## config.mk

```make
export PLATFORM = sky130hd
export DESIGN_NAME = trax_move_parser
export DESIGN_NICKNAME = d
export VERILOG_FILES = /design/src/rtl/trax_pkg.sv /design/src/rtl/trax_ascii_classify.sv /design/src/rtl/trax_move_parser.sv
export SDC_FILE = /design/constraint.sdc
export NUM_CORES = 1
export LEC_CHECK = 0
export BUFFER_PORTS_ARGS = -buffer_cell sky130_fd_sc_hd__clkbuf_2
export CAP_MARGIN = 20
export CORE_ASPECT_RATIO = 1.25
export CORE_MARGIN = 2
export CORE_UTILIZATION = 60
export DETAILED_ROUTE_END_ITERATION = 6
export PLACE_DENSITY = 0.79
export SLEW_MARGIN = 20
export SYNTH_ARGS = -nofsm -noshare
export SYNTH_HDL_FRONTEND = slang
export SYNTH_HIERARCHICAL = 1
export SYNTH_SLANG_ARGS = --single-unit
```

## constraint.sdc

```tcl
create_clock -name clk -period 5 [get_ports clk]
set_clock_uncertainty 0.15 [all_clocks]
set_input_delay 0.75 -clock clk [delete_from_list [all_inputs] [get_ports clk]]
set_output_delay 0.75 -clock clk [all_outputs]
set_load 0.02 [all_outputs]
```

## src/rtl/trax_pkg.sv

```systemverilog
// Shared constants for the Trax move parser: ASCII codes, tile codes,
// move-word field offsets and the parser state encoding.
package trax_pkg;

  localparam int MOVE_W   = 22;
  localparam int TILE_LSB = 20;
  localparam int COL_LSB  = 10;
  localparam int ROW_LSB  = 0;

  typedef enum logic [1:0] {
    TILE_NONE   = 2'b00,
    TILE_PLUS   = 2'b01,
    TILE_SLASH  = 2'b10,
    TILE_BSLASH = 2'b11
  } tile_e;

  localparam logic [7:0] CH_LF     = 8'h0A;
  localparam logic [7:0] CH_CR     = 8'h0D;
  localparam logic [7:0] CH_SPACE  = 8'h20;
  localparam logic [7:0] CH_PLUS   = 8'h2B;
  localparam logic [7:0] CH_DASH   = 8'h2D;
  localparam logic [7:0] CH_SLASH  = 8'h2F;
  localparam logic [7:0] CH_ZERO   = 8'h30;
  localparam logic [7:0] CH_NINE   = 8'h39;
  localparam logic [7:0] CH_AT     = 8'h40;
  localparam logic [7:0] CH_A      = 8'h41;
  localparam logic [7:0] CH_B_UP   = 8'h42;
  localparam logic [7:0] CH_W_UP   = 8'h57;
  localparam logic [7:0] CH_Z      = 8'h5A;
  localparam logic [7:0] CH_BSLASH = 8'h5C;
  localparam logic [7:0] CH_B_LO   = 8'h62;
  localparam logic [7:0] CH_W_LO   = 8'h77;

  typedef enum logic [2:0] {
    ST_IDLE,
    ST_COLOR,
    ST_COL,
    ST_ROW,
    ST_SYNC
  } state_e;

endpackage

```

## src/rtl/trax_ascii_classify.sv

```systemverilog
// Combinational byte classifier. o_value carries the digit value, the letter
// value (A=1..Z=26) or the 2-bit tile code, depending on the class.
module trax_ascii_classify
  import trax_pkg::*;
(
  input  logic [7:0] i_byte,
  output logic       o_is_digit,
  output logic       o_is_letter,
  output logic       o_is_tile,
  output logic       o_is_eol,
  output logic       o_is_space,
  output logic [4:0] o_value
);

  always_comb begin
    o_is_digit  = (i_byte >= CH_ZERO) && (i_byte <= CH_NINE);
    o_is_letter = (i_byte >= CH_A) && (i_byte <= CH_Z);
    o_is_tile   = (i_byte == CH_PLUS) || (i_byte == CH_SLASH) || (i_byte == CH_BSLASH);
    o_is_eol    = (i_byte == CH_CR) || (i_byte == CH_LF);
    o_is_space  = (i_byte == CH_SPACE);
    o_value     = '0;
    if (o_is_digit) begin
      o_value = 5'(i_byte - CH_ZERO);
    end else if (o_is_letter) begin
      o_value = 5'(i_byte - CH_AT);
    end else if (i_byte == CH_PLUS) begin
      o_value = {3'b000, TILE_PLUS};
    end else if (i_byte == CH_SLASH) begin
      o_value = {3'b000, TILE_SLASH};
    end else if (i_byte == CH_BSLASH) begin
      o_value = {3'b000, TILE_BSLASH};
    end
  end

endmodule

```

## src/rtl/trax_move_parser.sv

```systemverilog
// Parses ASCII Trax notation and colour lines into {tile, col, row} move words.
// Optional TRAX_PARSER_BOUNDS_CHECK_EN rejects out-of-range coordinates at termination.
module trax_move_parser
  import trax_pkg::*;
#(
  parameter int COORD_W     = 10,
  parameter int MAX_ROW     = 20,
  parameter int MAX_COL     = 20,
  parameter int MAX_DIGITS  = 3,
  parameter int MAX_LETTERS = 2
) (
  input  logic                   clk,
  input  logic                   reset,
  input  logic [7:0]             rx_data,
  input  logic                   rx_valid,
  output logic [2*COORD_W+1:0]   move,
  output logic                   move_valid,
  output logic                   color,
  output logic                   color_valid,
  output logic                   parse_err
);

  localparam int ACC_W = COORD_W + 4;

  logic             w_is_digit;
  logic             w_is_letter;
  logic             w_is_tile;
  logic             w_is_eol;
  logic             w_is_space;
  logic [4:0]       w_value;

  state_e           r_state,  w_state_next;
  logic [ACC_W-1:0] r_col,    w_col_next;
  logic [ACC_W-1:0] r_row,    w_row_next;
  logic [3:0]       r_nlet,   w_nlet_next;
  logic [3:0]       r_ndig,   w_ndig_next;
  logic [2*COORD_W+1:0] r_move, w_move_next;
  logic             r_move_valid,  w_move_valid_next;
  logic             r_color,       w_color_next;
  logic             r_color_valid, w_color_valid_next;
  logic             r_parse_err,   w_parse_err_next;

  trax_ascii_classify u_classify (
    .i_byte      (rx_data),
    .o_is_digit  (w_is_digit),
    .o_is_letter (w_is_letter),
    .o_is_tile   (w_is_tile),
    .o_is_eol    (w_is_eol),
    .o_is_space  (w_is_space),
    .o_value     (w_value)
  );

  always_ff @(posedge clk) begin
    if (reset) begin
      r_state       <= ST_IDLE;
      r_col         <= '0;
      r_row         <= '0;
      r_nlet        <= '0;
      r_ndig        <= '0;
      r_move        <= '0;
      r_move_valid  <= 1'b0;
      r_color       <= 1'b0;
      r_color_valid <= 1'b0;
      r_parse_err   <= 1'b0;
    end else begin
      r_state       <= w_state_next;
      r_col         <= w_col_next;
      r_row         <= w_row_next;
      r_nlet        <= w_nlet_next;
      r_ndig        <= w_ndig_next;
      r_move        <= w_move_next;
      r_move_valid  <= w_move_valid_next;
      r_color       <= w_color_next;
      r_color_valid <= w_color_valid_next;
      r_parse_err   <= w_parse_err_next;
    end
  end

  always_comb begin
    w_state_next       = r_state;
    w_col_next         = r_col;
    w_row_next         = r_row;
    w_nlet_next        = r_nlet;
    w_ndig_next        = r_ndig;
    w_move_next        = r_move;
    w_move_valid_next  = 1'b0;
    w_color_next       = r_color;
    w_color_valid_next = 1'b0;
    w_parse_err_next   = 1'b0;

    if (rx_valid) begin
      case (r_state)
        ST_IDLE: begin
          if (w_is_space || w_is_eol) begin
            w_state_next = ST_IDLE;
          end else if (rx_data == CH_DASH) begin
            w_state_next = ST_COLOR;
          end else if (rx_data == CH_AT) begin
            w_col_next   = '0;
            w_row_next   = '0;
            w_ndig_next  = '0;
            w_state_next = ST_ROW;
          end else if (w_is_letter) begin
            w_col_next   = ACC_W'(w_value);
            w_nlet_next  = 4'd1;
            w_row_next   = '0;
            w_ndig_next  = '0;
            w_state_next = ST_COL;
          end else begin
            w_parse_err_next = 1'b1;
            w_state_next     = ST_SYNC;
          end
        end

        ST_COLOR: begin
          // The colour line end is swallowed by SYNC, same as after an error.
          w_state_next = ST_SYNC;
          if (rx_data == CH_W_UP || rx_data == CH_W_LO) begin
            w_color_next       = 1'b0;
            w_color_valid_next = 1'b1;
          end else if (rx_data == CH_B_UP || rx_data == CH_B_LO) begin
            w_color_next       = 1'b1;
            w_color_valid_next = 1'b1;
          end else begin
            w_parse_err_next = 1'b1;
          end
        end

        ST_COL: begin
          if (w_is_letter && (r_nlet < 4'(MAX_LETTERS))) begin
            w_col_next  = ACC_W'((r_col * 26) + w_value);
            w_nlet_next = r_nlet + 4'd1;
          end else if (w_is_digit) begin
            w_row_next   = ACC_W'(w_value);
            w_ndig_next  = 4'd1;
            w_state_next = ST_ROW;
          end else begin
            w_parse_err_next = 1'b1;
            w_state_next     = ST_SYNC;
          end
        end

        ST_ROW: begin
          if (w_is_digit && (r_ndig < 4'(MAX_DIGITS))) begin
            w_row_next  = ACC_W'((r_row * 10) + w_value);
            w_ndig_next = r_ndig + 4'd1;
          end else if (w_is_tile) begin
            w_state_next = ST_IDLE;
`ifdef TRAX_PARSER_BOUNDS_CHECK_EN
            if ((r_row > ACC_W'(MAX_ROW)) || (r_col > ACC_W'(MAX_COL))) begin
              w_parse_err_next = 1'b1;
            end else begin
              w_move_next       = {w_value[1:0], r_col[COORD_W-1:0], r_row[COORD_W-1:0]};
              w_move_valid_next = 1'b1;
            end
`else
            w_move_next       = {w_value[1:0], r_col[COORD_W-1:0], r_row[COORD_W-1:0]};
            w_move_valid_next = 1'b1;
`endif
          end else begin
            w_parse_err_next = 1'b1;
            w_state_next     = ST_SYNC;
          end
        end

        ST_SYNC: begin
          if (rx_data == CH_LF) begin
            w_state_next = ST_IDLE;
          end
        end

        default: begin
          w_state_next = ST_IDLE;
        end
      endcase
    end
  end

  assign move        = r_move;
  assign move_valid  = r_move_valid;
  assign color       = r_color;
  assign color_valid = r_color_valid;
  assign parse_err   = r_parse_err;

endmodule

```

==> Word level (Yosys, flattened, before mapping) <==
Index checks and enable logic that the tools add are counted.
{ "totals": {"ff_bits": 65, "in_bits": 11} }
{ "classes": {"addsub": 6, "n_mul": 2, "n_lt_le_gt_ge": 6, "n_eq_ne": 27, "muxes": 59, "bitwise": 4, "n_reduce_logical": 23} }
{ "ops": {"columns": ["cell", "count"], "rows": [
  ["14-bit 2-to-1 mux", 12],
  ["8-bit by 7-bit equality test with 1-bit output (second input constant)", 6],
  ["4-bit 2-to-1 mux", 12],
  ["14-bit case mux with 3 select lines", 1],
  ["8-bit by 6-bit equality test with 1-bit output (second input constant)", 4],
  ["14-bit by 5-bit adder with 14-bit output", 2],
  ["14-bit case mux with 2 select lines", 1],
  ["3-bit 2-to-1 mux", 9],
  ["5-bit 2-to-1 mux", 4],
  ["2-bit inequality test (second input constant)", 10],
  ["8-bit by 4-bit equality test with 1-bit output (second input constant)", 2],
  ["1-bit 2-to-1 mux", 15],
  ["3-bit case mux with 5 select lines", 1],
  ["14-bit by 3-bit multiplier with 13-bit output (second input constant)", 1],
  ["14-bit by 4-bit multiplier with 13-bit output (second input constant)", 1],
  ["4-bit case mux with 3 select lines", 1],
  ["4-bit by 1-bit adder with 4-bit output (second input constant)", 2],
  ["8-bit by 6-bit greater-or-equal comparator with 1-bit output (second input constant)", 1],
  ["8-bit by 7-bit greater-or-equal comparator with 1-bit output (second input constant)", 1],
  ["8-bit by 6-bit less-or-equal comparator with 1-bit output (second input constant)", 1],
  ["8-bit by 7-bit less-or-equal comparator with 1-bit output (second input constant)", 1],
  ["4-bit by 2-bit < comparator with 1-bit output (second input constant)", 2],
  ["4-bit case mux with 2 select lines", 1],
  ["4-bit AND reduction", 2],
  ["21 further kinds", 34]
]} }

==> Depth between registers and ports, before layout <==
Gate-level depths: netlist of run 1.
{ "depth": {"depth_word": 11, "depth_mapped": 14, "ltp_nobuf": 13} }

==> By module <==
Netlist of run 1, hierarchy kept.
{ "modules_own_cells": {"columns": ["module", "instances", "cells_per_inst", "area_per_inst_um2", "seq_area_each_um2"], "rows": [
  ["trax_move_parser", 1, 440, 3608.5, 1141.1],
  ["trax_ascii_classify", 1, 35, 229.0, 0.0]
]} }

==> Worst setup path before layout of run 1 <==
No wires, ideal clock.
{ "synth_path": {"path_kind": "input port to flip-flop", "startpoint": "in rx_data[5]", "endpoint": "reg r_col[9]", "arrival_time_ns": 3.721, "required_ns": 4.749, "path_slack_ns": 1.028, "stages": 13, "path_buffers": 0, "path_cell_list": "or3b_4 or4b_4 a21oi_1 a21o_1 ha_1 inv_1 fa_1 nand2b_1 a21oi_1 nor2b_1 nand3_1 xnor3_1 o41ai_1"} }
{ "synth_between": {"elab_chain_len": 9, "elab_cells_between_ends": 33, "cone_classes": "add/sub: 1; order compare: 4; eq/ne: 12; mux: 10; reduce/logical: 6"} }
{ "synth_rtl": {"columns": ["element", "line", "text"], "rows": [
  ["start, declared", "trax_move_parser.sv:14", "input logic [7:0] rx_data,"],
  ["8-bit by 7-bit equality test with 1-bit output", "trax_ascii_classify.sv:30", "end else if (i_byte == CH_BSLASH) begin"],
  ["2-bit 2-to-1 mux", "trax_ascii_classify.sv:30", null],
  ["5-bit 2-to-1 mux", "trax_ascii_classify.sv:28", "end else if (i_byte == CH_SLASH) begin"],
  ["5-bit 2-to-1 mux", "trax_ascii_classify.sv:26", "end else if (i_byte == CH_PLUS) begin"],
  ["5-bit 2-to-1 mux", "trax_ascii_classify.sv:24", "end else if (o_is_letter) begin"],
  ["5-bit 2-to-1 mux (*)", "trax_ascii_classify.sv:22", "if (o_is_digit) begin"],
  ["via w_value[1]", "trax_move_parser.sv:30", "logic [4:0] w_value;"],
  ["14-bit by 5-bit adder with 14-bit output (*)", "trax_move_parser.sv:131", "w_col_next = ACC_W'((r_col * 26) + w_value);"],
  ["14-bit 2-to-1 mux (*)", "trax_move_parser.sv:130", "if (w_is_letter && (r_nlet < 4'(MAX_LETTERS))) begin"],
  ["14-bit case mux with 2 select lines (*)", "trax_move_parser.sv:92", "case (r_state)"],
  ["end signal, assigned", "trax_move_parser.sv:67", "r_col <= w_col_next;"],
  ["end, declared", "trax_move_parser.sv:33", "logic [ACC_W-1:0] r_col, w_col_next;"]
]} }
Mark *: on every way through the listed nets, which the timed path passes. The rest lies on a longest branch. The select of a mux whose other input is x is not followed.
A chain may end at the register's enable or synchronous reset.

==> Final worst setup path of run 1 <==
Ends and elaborated chain as after synthesis.

==> results of run 1 <==
## layer usage
layer / wire, µm / vias to the layer above
li1: - / 1729
met1: 3820 / 1661
met5: 0 / -
met3: 469 / 22
met4: 216 / 0
met2: 4630 / 120
## cell families (layout without fill, tap and decap cells)
logic type	count (synthesis)	count (layout)	share of synthesized area [%]
AND/OR/NAND/NOR	177	177	23.1
buffers and inverters	53	85	5.35
flip-flops	57	57	29.7
multiplexers	4	4	1.04
AO/OA/AOI/OAI	121	121	20.4
XOR/XNOR	22	22	5.38
adder cells (fa/ha/maj)	41	41	14.9
## metrics by stage
step / area (µm²) / util, %
after CTS: 4250 / 69.0
final: 4250 / 69.0
after detailed placement: 4050 / 65.7
after global placement: 4050 / 65.7
after global routing: 4250 / 69.0
after floorplan: 3840 / -
## cells in the final DEF, fill, tap and decap left out, types with 3 or more instances in the layout
cell type   synthesis  final
and3_1              4      4
or3_1               5      5
clkbuf_2            0     36
nand2b_1            9      9
nand2_1            64     64
nor3b_1             3      3
nor2_1             39     39
inv_1              31     31
fa_1                8      8
or2_1               3      3
a21oi_1            52     52
nand4_1             3      3
o22ai_1             5      5
nor4b_1             4      4
nor3_1              7      7
a21o_1              6      6
a22oi_1             5      5
ha_1               33     33
clkbuf_8            0      9
clkinvlp_4          0      3
o21a_1              6      6
o21ai_1             6      6
o21ai_0             5      5
nand3b_1            3      3
xnor2_1            10     10
a211o_1             3      3
nor4_1              4      4
dfxtp_1            57     57
a211oi_1           11     11
nand3_1            14     14
mux2i_1             4      4
xor2_1             11     11
## power by group through the flow
stage          sequential [mW]  clock [mW]  combinational, mW
6_report                 0.482       0.445              0.177
5_1_grt                  0.484       0.470              0.197
4_1_cts                  0.482       0.449              0.175
3_5_place_dp             0.492           0              0.172
3_3_place_gp             0.492           0              0.168
2_1_floorplan            0.483           0              0.142
## worst register-to-register path: stages (launching register included)
cell and delay, ns:
dfxtp_1 0.50, ha_1 0.31, fa_1 0.54, inv_1 0.07
fa_1 0.46, nand2b_1 0.16, a21oi_1 0.14, xor2_1 0.26
nand3_1 0.13, xnor3_1 0.35, o41ai_1 0.22
## worst max path at each step
| stage | slack [ns] | depth (start not counted) | from | end |
|---|---|---|---|---|
| floorplan | 1.03 | 13 | rx_data[5] | r_col[9]$_SDFFE_PP0P_ |
| global placement | 0.72 | 14 | rx_data[5] | r_col[9]$_SDFFE_PP0P_ |
| detailed placement | 0.61 | 14 | rx_data[5] | r_col[9]$_SDFFE_PP0P_ |
| CTS | 0.95 | 14 | rx_data[5] | r_col[9]$_SDFFE_PP0P_ |
| global route | 0.76 | 14 | rx_data[5] | r_col[9]$_SDFFE_PP0P_ |
| finish | 0.91 | 14 | rx_data[5] | r_col[9]$_SDFFE_PP0P_ |
## state kept, by name, summed over array words and instances, names as in the netlist
signal	cells
move	22
r_col	10
r_row	10
r_ndig	4
r_nlet	4
r_state	3
color	1
color_valid	1
move_valid	1
parse_err	1
## area by class of cell
type / count / share of cell area, %
Clock buffer: 9 / 2.91
Clock inverter: 7 / 1.85
Inverter: 31 / 2.74
Multi-Input combinational cell: 365 / 58.6
Sequential cell: 57 / 26.8
Tap cell: 85 / 2.50
Timing Repair Buffer: 38 / 4.59
==> results_dict.tcl, run 1 <==
set metrics [dict create \
    detail-route-antenna-nets 0 \
    syn_area_um2 3840 \
    synth_edf_count 0 \
    drive_gt1_share_pct 12.8 \
    diodes 0 \
    powerDensity_nw_per_um2 260 \
    coreArea_um2 6170 \
    critical_path_buf_inv_count 2 \
    cts_resized 0 \
    finalNonFillerCells 592 \
    synth_cell_types 64 \
    yosys_warnings 6 \
    clkTransAtPathRegs_ns 0.07 \
    status "finished clean" \
    die_x_um 75.5 \
    use_met1_pct 33.4 \
    synth_top_cell_by_area "dfxtp_1" \
    dieArea_um2 7060 \
    worst_skew_pair.late_latency_ns 0.34 \
    syn_avg_cell_area_um2 8.08 \
    routed_wl_mm 9.13 \
    end_kind "register" \
    core.rowCount 32 \
    setup_viol 0 \
    fmax_ghz 0.245 \
    crit_chain "clkbuf_2, or3b_4, or4b_4, a21oi_1, a21o_1, ha_1, inv_1, fa_1, nand2b_1, a21oi_1, nor2b_1, nand3_1, xnor3_1, o41ai_1" \
    vias 3532 \
    reg2reg_from "r_col[2]$_SDFFE_PP0P_" \
    place_hpwl_mm 6.56 \
    p_clk_share_pct 40.3 \
    maxSlewHeadroom_pct 42.0 \
    holdBufCountCts 0 \
    grtUsageMet2_pct 46.4 \
    multi_input_area_um2 2490 \
    hold_class "reg -> reg" \
    p_sw_mw 0.342 \
    cts.sinks 57 \
    min_to "move[14]$_SDFFE_PP0P_" \
    grt_setup_unrepaired "no" \
    setup_slack_ns 0.913 \
    nets 554 \
    cts_tree "yes" \
    cp.required_ns 5.09 \
    vdd_drop_max_mv 0.190 \
    fillers 542 \
    path_common_cell "a21oi_1" \
    ff2ff_path_depth 10 \
    synth_common_cells "nand2_1 (64), dfxtp_1 (57), a21oi_1 (52), nor2_1 (39), ha_1 (33)" \
    leakagePower_nw 1.76 \
    critical_path_arrival_ns 4.18 \
    postSynth.asyncResetShare_pct 0 \
    numCtsBuffers 9 \
    p_comb_share_pct 16.0 \
    cp_max_fo 7 \
    drv_slew 0 \
    start_kind "input pin" \
    cts_setup_buffers 0 \
    h-tree-depth 3 \
    viasPerCell 5.97 \
    synthTopCellsByArea "dfxtp_1 (30%), ha_1 (11%), a21oi_1 (6.8%)" \
    antenna_found_initial 0 \
    min_period_ns 4.09 \
    power_mw 1.10 \
    cap_violations 0 \
    period_share_pct 81.7 \
    tns_ns 0 \
    dpl_worst_slack_ns 0.606 \
    synth.net_count 527 \
    drt_first_pass_iters 5 \
    synth_top_area_share_pct 29.7 \
    p_int_mw 0.762 \
    wl_per_cell_um 15.4 \
    criticalPathCategory "in -> reg" \
    numPortBuffers 36 \
    sequentialPowerShare_pct 43.7 \
    drc 0 \
    regArea_um2 1140 \
    crit_family "simple AND/OR/NAND/NOR gates" \
    ys_seq_elements 57 \
    synth_flop_cell "dfxtp_1" \
    cp_slowest_stage_delay_ns 0.50 \
    min_path_cells 2 \
    grt_use_total_pct 27.4 \
    die_h_um 93.4 \
    cts_buffer_depth 2 \
    yosysMostFrequentCell "nand2_1" \
    cpMaxStageDelayCell "or4b_4" \
    r2r_slack_ns 1.62 \
    cts_root_buffer "clkbuf_8" \
    timing.final.hold_violations 0 \
    grtUsageMet3_pct 5.06 \
    hold-worst-slack_ns 0.308 \
    syn_inst 475 \
    syn2layout_area_growth_pct 10.8 \
    ys_seq_area_share_pct 29.7 \
    r2r-end "r_col[9]$_SDFFE_PP0P_" \
    dr.first_iter.drc_count 160 \
    dp_cells 576 \
    grt_pass1_vias 3343 \
    hold_start "move[14]$_SDFFE_PP0P_" \
    worst_pin_slew_ns 0.867 \
    finalWeightedCongestion 0.907 \
    start_util_pct 62.2 \
    swShare_pct 31.0 \
    grt_overflow 0 \
    io_pins 37 \
    grt_max_degree 37 \
    grt_busiest_layer "met2" \
    grt_first_pass_wirelength_mm 14.9 \
]
Power figures use the tool's default switching activity.
==> inputs of run 2 (changes only) <==
- clock period: 5 -> 4.3 ns (I/O delays scaled with it)
==> results_dict.tcl, run 2 (synthesis gave the netlist of run 1 again) <==
set metrics [dict create \
    reg2reg_from "r_col[1]$_SDFFE_PP0P_" \
    path_common_cell "a21oi_1" \
    cts_tree "yes" \
    routed_wl_mm 8.98 \
    setup_viol 0 \
    start_kind "input pin" \
    timing.final.hold_violations 0 \
    place_hpwl_mm 6.50 \
    numPortBuffers 36 \
    viasPerCell 5.90 \
    worst_pin_slew_ns 0.854 \
    coreArea_um2 6170 \
    vdd_drop_max_mv 0.288 \
    grt_busiest_layer "met2" \
    finalWeightedCongestion 0.909 \
    start_util_pct 62.2 \
    post-route-util_pct 69.7 \
    leakagePower_nw 1.79 \
    die_h_um 93.4 \
    core.rowCount 32 \
    cp_max_fo 7 \
    die_x_um 75.5 \
    tns_ns 0 \
    final_cell_mix "nand2_1 (64), dfxtp_1 (57), a21oi_1 (52)" \
    grt_pass1_vias 3251 \
    critical_path_arrival_ns 3.92 \
    vias 3506 \
    crit_family "simple AND/OR/NAND/NOR gates" \
    cp.required_ns 4.39 \
    period_share_pct 89.2 \
    use_met1_pct 34.9 \
    fmax_ghz 0.261 \
    layout_commonest_cell "nand2_1" \
    syn2layout_area_growth_pct 12.0 \
    grt_max_degree 44 \
    cts_setup_buffers 0 \
    worst_skew_pair.late_latency_ns 0.34 \
    wl_per_cell_um 15.1 \
    crit_start "rx_data[5]" \
    cpMaxStageDelayCell "or4b_4" \
    cp_slowest_stage_delay_ns 0.50 \
    critical_path_buf_inv_count 2 \
    largest_reg_flops 22 \
    io_pins 37 \
    numCtsBuffers 9 \
    grt_setup_unrepaired "no" \
    grt_overflow 0 \
    h-tree-depth 3 \
    grt_first_pass_wirelength_mm 15.2 \
    drv_slew 0 \
    min_period_ns 3.83 \
    hold_start "move[17]$_SDFFE_PP0P_" \
    criticalPathCategory "in -> reg" \
    maxSlewHeadroom_pct 43.1 \
    cts_root_buffer "clkbuf_8" \
    cap_violations 0 \
    cts_resized 0 \
    drc 0 \
    grtUsageMet3_pct 3.66 \
    holdBufCountCts 0 \
    cts_buffer_depth 2 \
    antenna_found_initial 0 \
    dieArea_um2 7060 \
    cts.sinks 57 \
    diodes 0 \
    drt_first_pass_iters 4 \
    end_kind "register" \
    hold_class "reg -> reg" \
    powerDensity_nw_per_um2 311 \
    grt_use_total_pct 27.6 \
    drive_gt1_share_pct 13.4 \
    detail-route-antenna-nets 0 \
    status "finished clean" \
    dr.first_iter.drc_count 222 \
    grtUsageMet2_pct 47.0 \
    nets 556 \
    clkTransAtPathRegs_ns 0.07 \
    crit_chain "clkbuf_2, or3b_4, or4b_4, a21oi_1, a21o_1, ha_1, inv_1, fa_1, nand2b_1, a21oi_1, nor2b_1, nand3_1, xnor3_1, o41ai_1" \
]
==> run 2: cell count changes in the layout (fill, tap and decap cells not counted) <==
cell,before,now
buf_4,2,4
bufinv_16,1,2
clkinv_4,1,3
clkinvlp_4,3,1
inv_6,2,1
nor4b_1,4,3
nor4b_2,0,1
==> run 2: final cells by class <==
class                      count  area (µm²)
timing repair buffer          40         210
clock inverter                 7         103
clock buffer                   9         124
sequential                    57        1140
inverter                      31         116
tap                           85         106
fill                         539        1870
multi-input combinational    365        2500
==> run 2: path summary, 6_finish.rpt <==
| path | depth (start not counted) | slack (ns) | endpoint |
|---|---|---|---|
| max | 14 | 0.47 | r_col[9]$_SDFFE_PP0P_ |
| min | 2 | 0.31 | move[17]$_SDFFE_PP0P_ |
| max reg2reg | 10 | 0.85 | r_col[9]$_SDFFE_PP0P_ |
| min reg2reg | 2 | 0.31 | move[17]$_SDFFE_PP0P_ |
==> run 2: report_power, final <==
part / internal [mW] / leakage, nW / switching (mW) / total [mW]
combinational: 0.0747 / 1.22 / 0.133 / 0.207
clock: 0.331 / 0.110 / 0.237 / 0.568
sequential: 0.540 / 0.460 / 0.0214 / 0.561
total: 0.946 / 1.79 / 0.391 / 1.34
==> run 2: routing by layer <==
layer,vias to the layer above,part of all wire (%)
met5,-,0
met1,1643,43
met3,18,4.7
li1,1743,-
met4,0,2.0
met2,102,51
==> run 2: metrics by stage <==
step | hold slack, ns | std cells | setup WS, ns | power, mW | cell area, µm²
2_1_floorplan | 0.282 | 475 | 0.433 | 0.726 | 3840
3_3_place_gp | 0.293 | 578 | 0.240 | 0.768 | 4070
3_5_place_dp | 0.298 | 578 | 0.113 | 0.776 | 4070
4_1_cts | 0.307 | 594 | 0.470 | 1.34 | 4290
5_1_grt | 0.326 | 594 | 0.267 | 1.39 | 4300
6_report | 0.307 | 594 | 0.466 | 1.34 | 4300
==> run 2: worst register-to-register path: stages (launching register included) <==
cell	delay (ns)
dfxtp_1	0.52
ha_1	0.31
fa_1	0.54
inv_1	0.07
fa_1	0.45
nand2b_1	0.16
a21oi_1	0.17
xor2_1	0.26
nand3_1	0.14
xnor3_1	0.35
o41ai_1	0.22
==> inputs of run 3 (changes only) <==
- CORE_MARGIN: 2 -> 5
- CORE_UTILIZATION: 60 -> 39
- PLACE_DENSITY: 0.79 -> 0.54
==> results_dict.tcl, run 3 (synthesis gave the netlist of run 1 again) <==
set metrics [dict create \
    nets 559 \
    end_kind "register" \
    cts_resized 0 \
    finalNonFillerCells 638 \
    diodes 0 \
    r2r_slack_ns 0.90 \
    largest_reg_flops 22 \
    min_period_ns 3.85 \
    cp_max_fo 7 \
    viasPerCell 5.41 \
    wl_per_cell_um 15.5 \
    worst_pin_slew_ns 0.902 \
    core.rowCount 40 \
    cts_setup_buffers 0 \
    reg2reg_from "r_col[2]$_SDFFE_PP0P_" \
    start_util_pct 39.9 \
    coreArea_um2 9610 \
    status "finished clean" \
    holdBufCountCts 0 \
    maxSlewHeadroom_pct 39.8 \
    finalWeightedCongestion 0.802 \
    hold_class "reg -> reg" \
    vdd_drop_max_mv 0.174 \
    grt_max_degree 45 \
    endpoint "r_col[9]$_SDFFE_PP0P_" \
    cts_root_buffer "clkbuf_16" \
    start_kind "input pin" \
    cts.sinks 57 \
    cap_violations 0 \
    timing.final.hold_violations 0 \
    crit_start "rx_data[5]" \
    cts_tree "yes" \
    leakagePower_nw 1.85 \
    io_pins 37 \
    dp_cells 622 \
    numPortBuffers 36 \
    criticalPathCategory "in -> reg" \
    syn2layout_area_growth_pct 16.4 \
    period_share_pct 89.5 \
    die_h_um 121 \
    place_hpwl_mm 7.26 \
    routed_wl_mm 9.90 \
    antenna_found_initial 0 \
    drc 0 \
    vias 3450 \
    r2r-end "r_col[9]$_SDFFE_PP0P_" \
    drive_gt1_share_pct 13.7 \
    grt_setup_unrepaired "no" \
    drv_slew 0 \
    setup_viol 0 \
    critical_path_arrival_ns 3.93 \
    tns_ns 0 \
    cts_buffer_depth 2 \
    grt_use_total_pct 17.4 \
    grt_overflow 0 \
    drt_first_pass_iters 4 \
    numCtsBuffers 9 \
    grt_first_pass_wirelength_mm 16.8 \
    dieArea_um2 11900 \
    fmax_ghz 0.260 \
    detail-route-antenna-nets 0 \
    grt_pass1_vias 3391 \
    cp.required_ns 4.38 \
    layout_commonest_cell "nand2_1" \
    ff2ff_path_depth 10 \
    worst_skew_pair.late_latency_ns 0.33 \
    dr.first_iter.drc_count 150 \
    die_x_um 98.7 \
    h-tree-depth 3 \
    clkTransAtPathRegs_ns 0.06 \
    powerDensity_nw_per_um2 347 \
    final_cell_mix "nand2_1 (64), dfxtp_1 (57), a21oi_1 (52)" \
]
[run 3: cell count changes in the layout (fill, tap and decap cells not counted), sizes merged]
cell / delta
buf: +3
[run 3: worst min path at each step]
stage | from | to | cells past startpoint
floorplan | r_row[9]$_SDFFE_PP0P_ | move[9]$_SDFFE_PP0P_ | 2
global placement | move[5]$_SDFFE_PP0P_ | move[5]$_SDFFE_PP0P_ | 2
detailed placement | move[8]$_SDFFE_PP0P_ | move[8]$_SDFFE_PP0P_ | 2
CTS | move[20]$_SDFFE_PP0P_ | move[20]$_SDFFE_PP0P_ | 2
global route | move[11]$_SDFFE_PP0P_ | move[11]$_SDFFE_PP0P_ | 2
finish | move[13]$_SDFFE_PP0P_ | move[13]$_SDFFE_PP0P_ | 2
[run 3: worst max-delay path, cell delays in order]
cell and delay (ns):
clkbuf_2 0.13, or3b_4 0.44, or4b_4 0.50, a21oi_1 0.16
a21o_1 0.13, ha_1 0.19, inv_1 0.06, fa_1 0.39
nand2b_1 0.16, a21oi_1 0.19, nor2b_1 0.23, nand3_1 0.12
xnor3_1 0.35, o41ai_1 0.24
[run 3: cell type report]
| type | instances | area, µm² |
|---|---|---|
| clock inverter | 7 | 103 |
| multi-input combinational | 365 | 2490 |
| clock buffer | 9 | 225 |
| sequential | 57 | 1140 |
| timing repair buffer | 43 | 233 |
| tap | 126 | 158 |
| inverter | 31 | 116 |
| fill | 962 | 5140 |
[run 3: where the power goes]
| group | internal (mW) | switching (mW) |
|---|---|---|
| registers | 0.541 | 0.0213 |
| logic | 0.0751 | 0.133 |
| clock network | 0.511 | 0.267 |
| total | 1.13 | 0.421 |
[run 3: layer usage]
metal  global-route usage (%)  wire length, µm  up-vias  part of all wire (%)
li1                         -                -     1742                     -
met1                     21.9             4510     1626                    46
met2                     28.7             4830       64                    49
met3                     2.93              290       18                   2.9
met4                     8.45              267        0                   2.7
met5                        0                0        -                     0
[run 3: through the flow]
step                      worst slack, ns  total power [mW]  hold slack, ns  util (%)  area, µm²
after floorplan                     0.433             0.726           0.282         -       3840
final                               0.450              1.55           0.303      46.5       4470
after detailed placement            0.135             0.780           0.300      43.1       4140
after global routing                0.185              1.62           0.325      46.5       4470
after CTS                           0.455              1.56           0.307      46.5       4470
after global placement              0.210             0.777           0.292      43.1       4140
